==> src/rtl/serial_mode_sequencer.sv <==
// ---------------------------------------------------------------------------
// serial_mode_sequencer
//
// Control and writeback stage wrapped around the serial-mode datapath
// (Serial_Data_loader + PE). For each output index the block enables the
// datapath with the current feature base address. It waits for the datapath
// done flag, captures the 8-bit PE result and writes it into result memory.
// The feature base address then advances by FEAT_STRIDE for the next index.
// A single done pulse is raised once NUM_OUT results have been written.
//
// Parameters:
//   NUM_OUT       number of serial-mode operations per run (1..64)
//   FEAT_STRIDE   increment applied to the feature base between operations
//   RES_BASEADDR  first result-memory word address (6-bit, wraps mod 64)
//   TIMEOUT_CYC   watchdog limit in RUN cycles (only with SEQ_TIMEOUT_EN)
//
// Optional feature (macro SEQ_TIMEOUT_EN):
//   When defined, a 9-bit watchdog counts RUN cycles. If the datapath never
//   signals done, 8'hFF is written for that index, the sticky err_o is set,
//   and the run continues with the next index. When undefined, RUN waits
//   indefinitely and err_o is tied low.
//
// Ports:
//   clk                  system clock
//   rst                  synchronous active-high reset
//   start                one-cycle start request, honoured only in IDLE
//   feat_base_start      feature base address of operation 0
//   sm_is_done           done flag from the serial-mode datapath
//   sm_out               PE serial-mode result
//   sm_en                enable to the serial-mode datapath
//   sm_feature_baseaddr  feature base address of the current operation
//   wr_addr              result-memory write address
//   wr_data              result-memory write data
//   wr_we                result-memory write enable (also claims the memory mux)
//   busy                 high from accepted start until the run completes
//   done_o               one-cycle pulse when the run completes
//   err_o                sticky watchdog timeout flag
// ---------------------------------------------------------------------------
module serial_mode_sequencer #(
    parameter int unsigned NUM_OUT      = 4,
    parameter int unsigned FEAT_STRIDE  = 8,
    parameter int unsigned RES_BASEADDR = 48,
    parameter int unsigned TIMEOUT_CYC  = 255
) (
    input  logic       clk,
    input  logic       rst,
    input  logic       start,
    input  logic [7:0] feat_base_start,
    input  logic       sm_is_done,
    input  logic [7:0] sm_out,
    output logic       sm_en,
    output logic [7:0] sm_feature_baseaddr,
    output logic [5:0] wr_addr,
    output logic [7:0] wr_data,
    output logic       wr_we,
    output logic       busy,
    output logic       done_o,
    output logic       err_o
);

    typedef enum logic [2:0] {
        S_IDLE,
        S_RUN,
        S_WRITE,
        S_GAP,
        S_FIN
    } state_t;

    localparam logic [5:0] LAST_IDX    = 6'(NUM_OUT - 1);
    localparam logic [5:0] RES_BASE    = 6'(RES_BASEADDR);
    localparam logic [7:0] FEAT_STEP   = 8'(FEAT_STRIDE);

    // Out-of-range parameters cannot be represented by the 6-bit index or
    // the 9-bit watchdog, so they are rejected at elaboration.
    generate
        if (NUM_OUT < 1 || NUM_OUT > 64 || TIMEOUT_CYC < 1 || TIMEOUT_CYC > 511) begin : g_param_check
            $error("serial_mode_sequencer: illegal NUM_OUT or TIMEOUT_CYC");
        end
    endgenerate

    state_t     state_q, state_d;
    logic [5:0] idx_q, idx_d;
    logic [7:0] base_q, base_d;
    logic       first_q, first_d;
    logic       sm_en_q, sm_en_d;
    logic       wr_we_q, wr_we_d;
    logic [5:0] wr_addr_q, wr_addr_d;
    logic [7:0] wr_data_q, wr_data_d;
    logic       busy_q, busy_d;
    logic       done_q, done_d;
    logic       err_q, err_d;

`ifdef SEQ_TIMEOUT_EN
    localparam logic [8:0] WD_LIMIT = 9'(TIMEOUT_CYC);
    logic [8:0] wd_q, wd_d;
`endif

    // Next-state and next-output computation. first_q marks the first cycle of
    // every RUN visit. A done flag seen in that cycle may be left over from
    // the previous operation, so it is not trusted.
    always_comb begin
        state_d   = state_q;
        idx_d     = idx_q;
        base_d    = base_q;
        first_d   = 1'b0;
        wr_addr_d = wr_addr_q;
        wr_data_d = wr_data_q;
        err_d     = err_q;
`ifdef SEQ_TIMEOUT_EN
        wd_d      = wd_q;
`endif

        case (state_q)
            S_IDLE: begin
                if (start) begin
                    base_d  = feat_base_start;
                    idx_d   = 6'd0;
                    first_d = 1'b1;
                    state_d = S_RUN;
`ifdef SEQ_TIMEOUT_EN
                    wd_d    = 9'd0;
`endif
                end
            end

            S_RUN: begin
`ifdef SEQ_TIMEOUT_EN
                wd_d = wd_q + 9'd1;
`endif
                if (!first_q && sm_is_done) begin
                    wr_data_d = sm_out;
                    wr_addr_d = RES_BASE + idx_q;
                    state_d   = S_WRITE;
                end
`ifdef SEQ_TIMEOUT_EN
                else if (wd_q + 9'd1 >= WD_LIMIT) begin
                    // Datapath never answered: write a marker value and move on.
                    wr_data_d = 8'hFF;
                    wr_addr_d = RES_BASE + idx_q;
                    err_d     = 1'b1;
                    state_d   = S_WRITE;
                end
`endif
            end

            S_WRITE: begin
                if (idx_q == LAST_IDX) begin
                    state_d = S_FIN;
                end else begin
                    idx_d   = idx_q + 6'd1;
                    base_d  = base_q + FEAT_STEP;
                    state_d = S_GAP;
                end
            end

            // One idle cycle with sm_en low so the loader sees a fresh rising edge.
            S_GAP: begin
                first_d = 1'b1;
                state_d = S_RUN;
`ifdef SEQ_TIMEOUT_EN
                wd_d    = 9'd0;
`endif
            end

            S_FIN: begin
                state_d = S_IDLE;
            end

            default: begin
                state_d = S_IDLE;
            end
        endcase

        // Outputs are decoded from the next state so they are registered
        // alongside the state and line up with it cycle for cycle.
        sm_en_d = (state_d == S_RUN);
        wr_we_d = (state_d == S_WRITE);
        busy_d  = (state_d == S_RUN) || (state_d == S_WRITE) || (state_d == S_GAP);
        done_d  = (state_d == S_FIN);
    end

    // State and registered outputs with synchronous reset.
    always_ff @(posedge clk) begin
        if (rst) begin
            state_q   <= S_IDLE;
            idx_q     <= 6'd0;
            base_q    <= 8'd0;
            first_q   <= 1'b0;
            sm_en_q   <= 1'b0;
            wr_we_q   <= 1'b0;
            wr_addr_q <= 6'd0;
            wr_data_q <= 8'd0;
            busy_q    <= 1'b0;
            done_q    <= 1'b0;
            err_q     <= 1'b0;
`ifdef SEQ_TIMEOUT_EN
            wd_q      <= 9'd0;
`endif
        end else begin
            state_q   <= state_d;
            idx_q     <= idx_d;
            base_q    <= base_d;
            first_q   <= first_d;
            sm_en_q   <= sm_en_d;
            wr_we_q   <= wr_we_d;
            wr_addr_q <= wr_addr_d;
            wr_data_q <= wr_data_d;
            busy_q    <= busy_d;
            done_q    <= done_d;
            err_q     <= err_d;
`ifdef SEQ_TIMEOUT_EN
            wd_q      <= wd_d;
`endif
        end
    end

    assign sm_en               = sm_en_q;
    assign sm_feature_baseaddr = base_q;
    assign wr_addr             = wr_addr_q;
    assign wr_data             = wr_data_q;
    // A reset arriving during WRITE must suppress that write immediately,
    // before the synchronous reset has had a chance to clear the flop.
    assign wr_we               = wr_we_q && !rst;
    assign busy                = busy_q;
    assign done_o              = done_q;

`ifdef SEQ_TIMEOUT_EN
    assign err_o = err_q;
`else
    assign err_o = 1'b0;
`endif

endmodule

==> config.mk <==
export PLATFORM = sky130hd
export DESIGN_NAME = serial_mode_sequencer
export DESIGN_NICKNAME = d
export VERILOG_FILES = /design/src/rtl/serial_mode_sequencer.sv
export SDC_FILE = /design/constraint.sdc
export NUM_CORES = 1
export LEC_CHECK = 0
export CAP_MARGIN = 20
export CORE_UTILIZATION = 41
export CTS_CLUSTER_DIAMETER = 60
export DETAILED_ROUTE_END_ITERATION = 10
export PLACE_DENSITY = 0.73
export SETUP_SLACK_MARGIN = 0.02
export SLEW_MARGIN = 20
export SYNTH_ARGS = -nofsm -noshare
export SYNTH_HDL_FRONTEND = slang
export SYNTH_SLANG_ARGS = --single-unit
==> constraint.sdc <==
create_clock -name clk -period 1.51 [get_ports clk]
set_input_delay 0.302 -clock clk [delete_from_list [all_inputs] [get_ports clk]]
set_output_delay 0.302 -clock clk [all_outputs]
set_load 0.05 [all_outputs]
Word-level counts from Yosys, hierarchy flattened. Cells that the tools add are included.

Memory bits (writable): 0. Register bits: 36. Word-level logic and storage cells: 45. Memories: 0. Memory bits (read-only): 0. Latch bits: 0. Output and inout bits: 27.

Add/subtract/negate cells: 3. Magnitude comparators: 0. Reduce and logical (&&, ||, !) cells: 10. Divide/modulo/power cells: 0. Shift operators: 0. $mul: 0. Bitwise operators: 0. Multiplexer cells: 12. Eq/ne operators: 10.

Operator list (count): $mux 8 (2); $pmux 8 s2 (1); $eq 3x2->1 const B (4); $mux 6 (2); $pmux 3 s4 (1); $pmux 6 s2 (1); $mux 3 (3); $add 8x4->8 const B (1); $add 6x1->6 const B (1); $add 6x6->6 const A (1); $eq 3x1->1 const B (2); $eq 6x2->1 const B (1); $ne 2x2->1 const B (2); $eq 3x3->1 const B (1); $logic_not 3->1 (1); $reduce_and 3->1 (1); $logic_and 1x1->1 (2); $logic_not 1->1 (2); $logic_or 1x1->1 (2); $pmux 1 s2 (1); $reduce_and 2->1 (1); $reduce_bool 2->1 (1); $mux 1 (1).

Longest topological paths before layout.
Depth in word-level cells: 7. Depth in mapped cells: 6. Gate-level depth less buffers: 6.

Worst setup path after synthesis. No wires, ideal clock.

Path type: register to register. From: reg state_q[0]. To: reg idx_q[4]. Setup time: 0.132 ns. Arrival time: 1.435 ns. Path slack: -0.057 ns. Cell stages (with the launch flop): 7. Buffers on the path: 2. Cell sequence: dfxtp_1 -> buf_2 -> nor4b_2 -> buf_2 -> o2111ai_1 -> xnor2_1 -> nor3_1.

Longest elaborated chain between the ends: 3.

Ends and longest elaborated chain: from (decl) (RTL line 81) `state_t state_q, state_d;`; from (signal assigned) (RTL line 200) `state_q <= state_d;`; $eq 3x2->1 / $logic_not 3->1 (equally long branches) (RTL line 113) `case (state_q)`; $ne 2x2->1 (no source line) / $reduce_bool 2->1 (equally long branches); $reduce_and 3->1 (no source line); to (signal assigned) (RTL line 201) `idx_q <= idx_d;`; to (decl) (RTL line 82) `logic [5:0] idx_q, idx_d;`.

Several ways; a longest one is shown, not always the timed one. A chain may end at the register's enable or synchronous reset.

Final worst setup path.
From: reg idx_q[1]. To: reg idx_q[2].

Longest elaborated chain between the ends: 3.

Ends and longest elaborated chain (RTL line): $add 6x1->6 / $eq 6x2->1 (equally long branches) (150, 147); $mux 6 / $ne 2x2->1 (equally long branches); $pmux 6 s2 / $reduce_and 3->1 (equally long branches).

Several ways; a longest one is shown, not always the timed one. The select of a mux whose other input is x is not followed.

==> run summary <==
Core region area = 3420 um^2
Global Route Usage Sum = 21.2%
Post-layout util = 75.4%
GR met3 Demand/Resource = 7.30%
Final Setup Violations = 2
Initial antenna violation count = 0
Synth area leader = dfxtp_1
Clock H-tree levels = 2
CTS tree = yes
Met2 Track Usage GR = 37.2%
Wire length per cell = 14.5 um
Most used routing layer = met2
Worst setup margin = -0.0254 ns
Period utilization = 102%
Synthesized cell area = 1500 um^2
#FFs+latches synth = 36
Count of maximum capacitance violations = 0
Row count = 21
Grt ovf = 0
Nets = 253
Largest net degree at the start of global routing = 17
Yosys synthesis warning count = 0
Netlist cell types = 43
Post-synth EDFFs = 0
Status = finished, violations left
Vert. Die Dim = 62.4 um
R2r startpoint = idx_q[1]
Via density = 5.12
WS Path Type = register to register
CP Capture Type = register
Hold_buf cts = 0
Failing checks = setup timing
Final hold slack = 0.518 ns
CTS Buf Count = 5
Sinks on Clock Net = 36
Async S/R FF share, synth = 0%
Hold Violations, Final = 0
Setup slack at placement = -0.331 ns
Predominant post-synthesis flop cell = dfxtp_1
Worst EP arrival = 1.79 ns
Detail Route Antenna Nets = 0
VDD IR-drop max = 496 uV
Overall power = 2.16 mW
Clock Path Buffers = 2
Clock root cell = clkbuf_4
Max Freq = 0.651 GHz
FILL cells = 236
DRT iter0 DRCs = 41
I/O pin count = 47
Skew-Pair Late Insertion Delay = 0.33 ns
Worst EP required = 1.76 ns
Initial Utilization = 43.8%
DR DRC count = 0
Most frequent cell after synthesis = dfxtp_1
Slew Limit Fails = 0
Layout cell share with drive strength beyond 1 = 36.0%
Worst-path clk slew = 0.09 ns
Vias in the first global route = 1411
Leak = 0.993 nW
Yosys top cell area share = 48.1%
First-pass GRT wire length = 6400 um
Final HPWL DP = 2900 um
Total negative slack = -0.0277 ns
PD cells = 837 nW/um^2
RSZ-0062 raised after global routing = true
Max Clock Skew = 0.00384 ns
Critical Path Source = idx_q[1]
Die area = 3900 um^2
Final GP Congestion = 0.855
Mapped Avg Cell Area = 9.54 um^2
Mapped Nets = 180
Area delta synth->final = 72.0%
Post-synthesis sequential area ratio = 48.1%
Min-delay src = sm_feature_baseaddr[3]
I/O Buffers = 45
DRT Pass-1 Iters = 4
Worst Setup Start Kind = register
Maximum fanout along the worst path = 4
Routed vias = 1403
Tmin final = 1.54 ns
Met1 global-route usage = 22.6%
Most instantiated cells after synthesis = dfxtp_1 (36), nor2_1 (20), mux2i_1 (16)
DRT Wirelength = 3960 um
Antenna diode count = 0
Mapped Cells = 157
Worst hold path type = register to register
Top post-synthesis cells by area = dfxtp_1 (48%), mux2i_1 (11%), nor2_1 (5.0%)
Die X = 62.4 um
## area by class of cell
| type | count | area [um^2] | share of cell area [%] |
|---|---|---|---|
| clock buffer | 5 | 37.5 | 1.46 |
| inverter | 4 | 15.0 | 0.583 |
| multi-input combinational | 107 | 772 | 30.0 |
| sequential | 36 | 731 | 28.4 |
| tap | 46 | 57.6 | 2.23 |
| timing repair buffer | 76 | 963 | 37.4 |
## state kept, by name, summed over array words and instances (netlist names)
name,flops
state_q,3
idx_q,6
done_o,1
sm_feature_baseaddr,8
wr_addr,6
wr_we_q,1
first_q,1
busy,1
sm_en,1
wr_data,8
## power by group
part	internal [mW]	leakage [nW]	switching, mW
clock network	0.156	0.0230	0.283
logic	0.339	0.674	0.319
registers	1.00	0.296	0.0598
## cells in the final DEF (no fill, tap or decap), types with 2 or more instances in the layout
cell	netlist	routed
inv_2	1	3
o21ai_1	3	4
nand2_1	6	6
nor2_1	20	20
buf_6	0	2
nor3_1	10	9
nand3_1	4	4
nand4bb_1	2	2
mux2i_1	16	16
dfxtp_2	0	5
or3_1	2	2
clkdlybuf4s50_1	0	19
nor3b_1	2	2
o2111ai_1	2	2
buf_12	0	27
buf_4	2	28
xnor2_1	2	2
clkbuf_4	0	5
a21oi_1	9	9
dfxtp_1	36	30
and2_1	2	2
## timing repair
item / CTS / global route
setup buffers: 2 / 2
endpoints found under the setup margin: 22 / 25
gates resized for setup: 6 / 13
pin swaps: 1 / 2
cloned: 0 / 0
## worst paths after layout
check	to	slack (ns)	depth (start not counted)
setup / recovery	idx_q[2]	-0.03	7
hold / removal	sm_feature_baseaddr[3]	0.52	2
setup reg to reg	idx_q[2]	-0.03	7
hold reg to reg	sm_feature_baseaddr[3]	0.52	2
## per-layer routing
layer / share of wire (%) / up-vias
met4: 0.83 / 0
li1: - / 692
met2: 53 / 38
met5: 0 / -
met3: 5.6 / 2
met1: 40 / 671
## logic make-up after synthesis
family,synth area share (%)
adder cells (fa/ha/maj),2.51
other,0.250
AND/OR/NAND/NOR,21.9
AO/OA/AOI/OAI,10.5
buffers and inverters,4.26
XOR/XNOR,1.75
flip-flops,48.1
multiplexers,10.7
## stage by stage
| step | instances | instance area [um^2] |
|---|---|---|
| after global routing | 274 | 2580 |
| final | 274 | 2580 |
| after detailed placement | 265 | 2460 |
| after global placement | 265 | 2460 |
| after floorplan | 157 | 1530 |
| after CTS | 272 | 2520 |
## worst max-delay path, stage by stage, from the launching register on
cell and delay (ns):
dfxtp_1 0.35, ha_2 0.19, nand4bb_1 0.15, buf_4 0.18, a21oi_4 0.17, buf_6 0.13
o21ai_1 0.07, a211oi_2 0.22
Note: power is estimated with default switching activity, not from simulation.
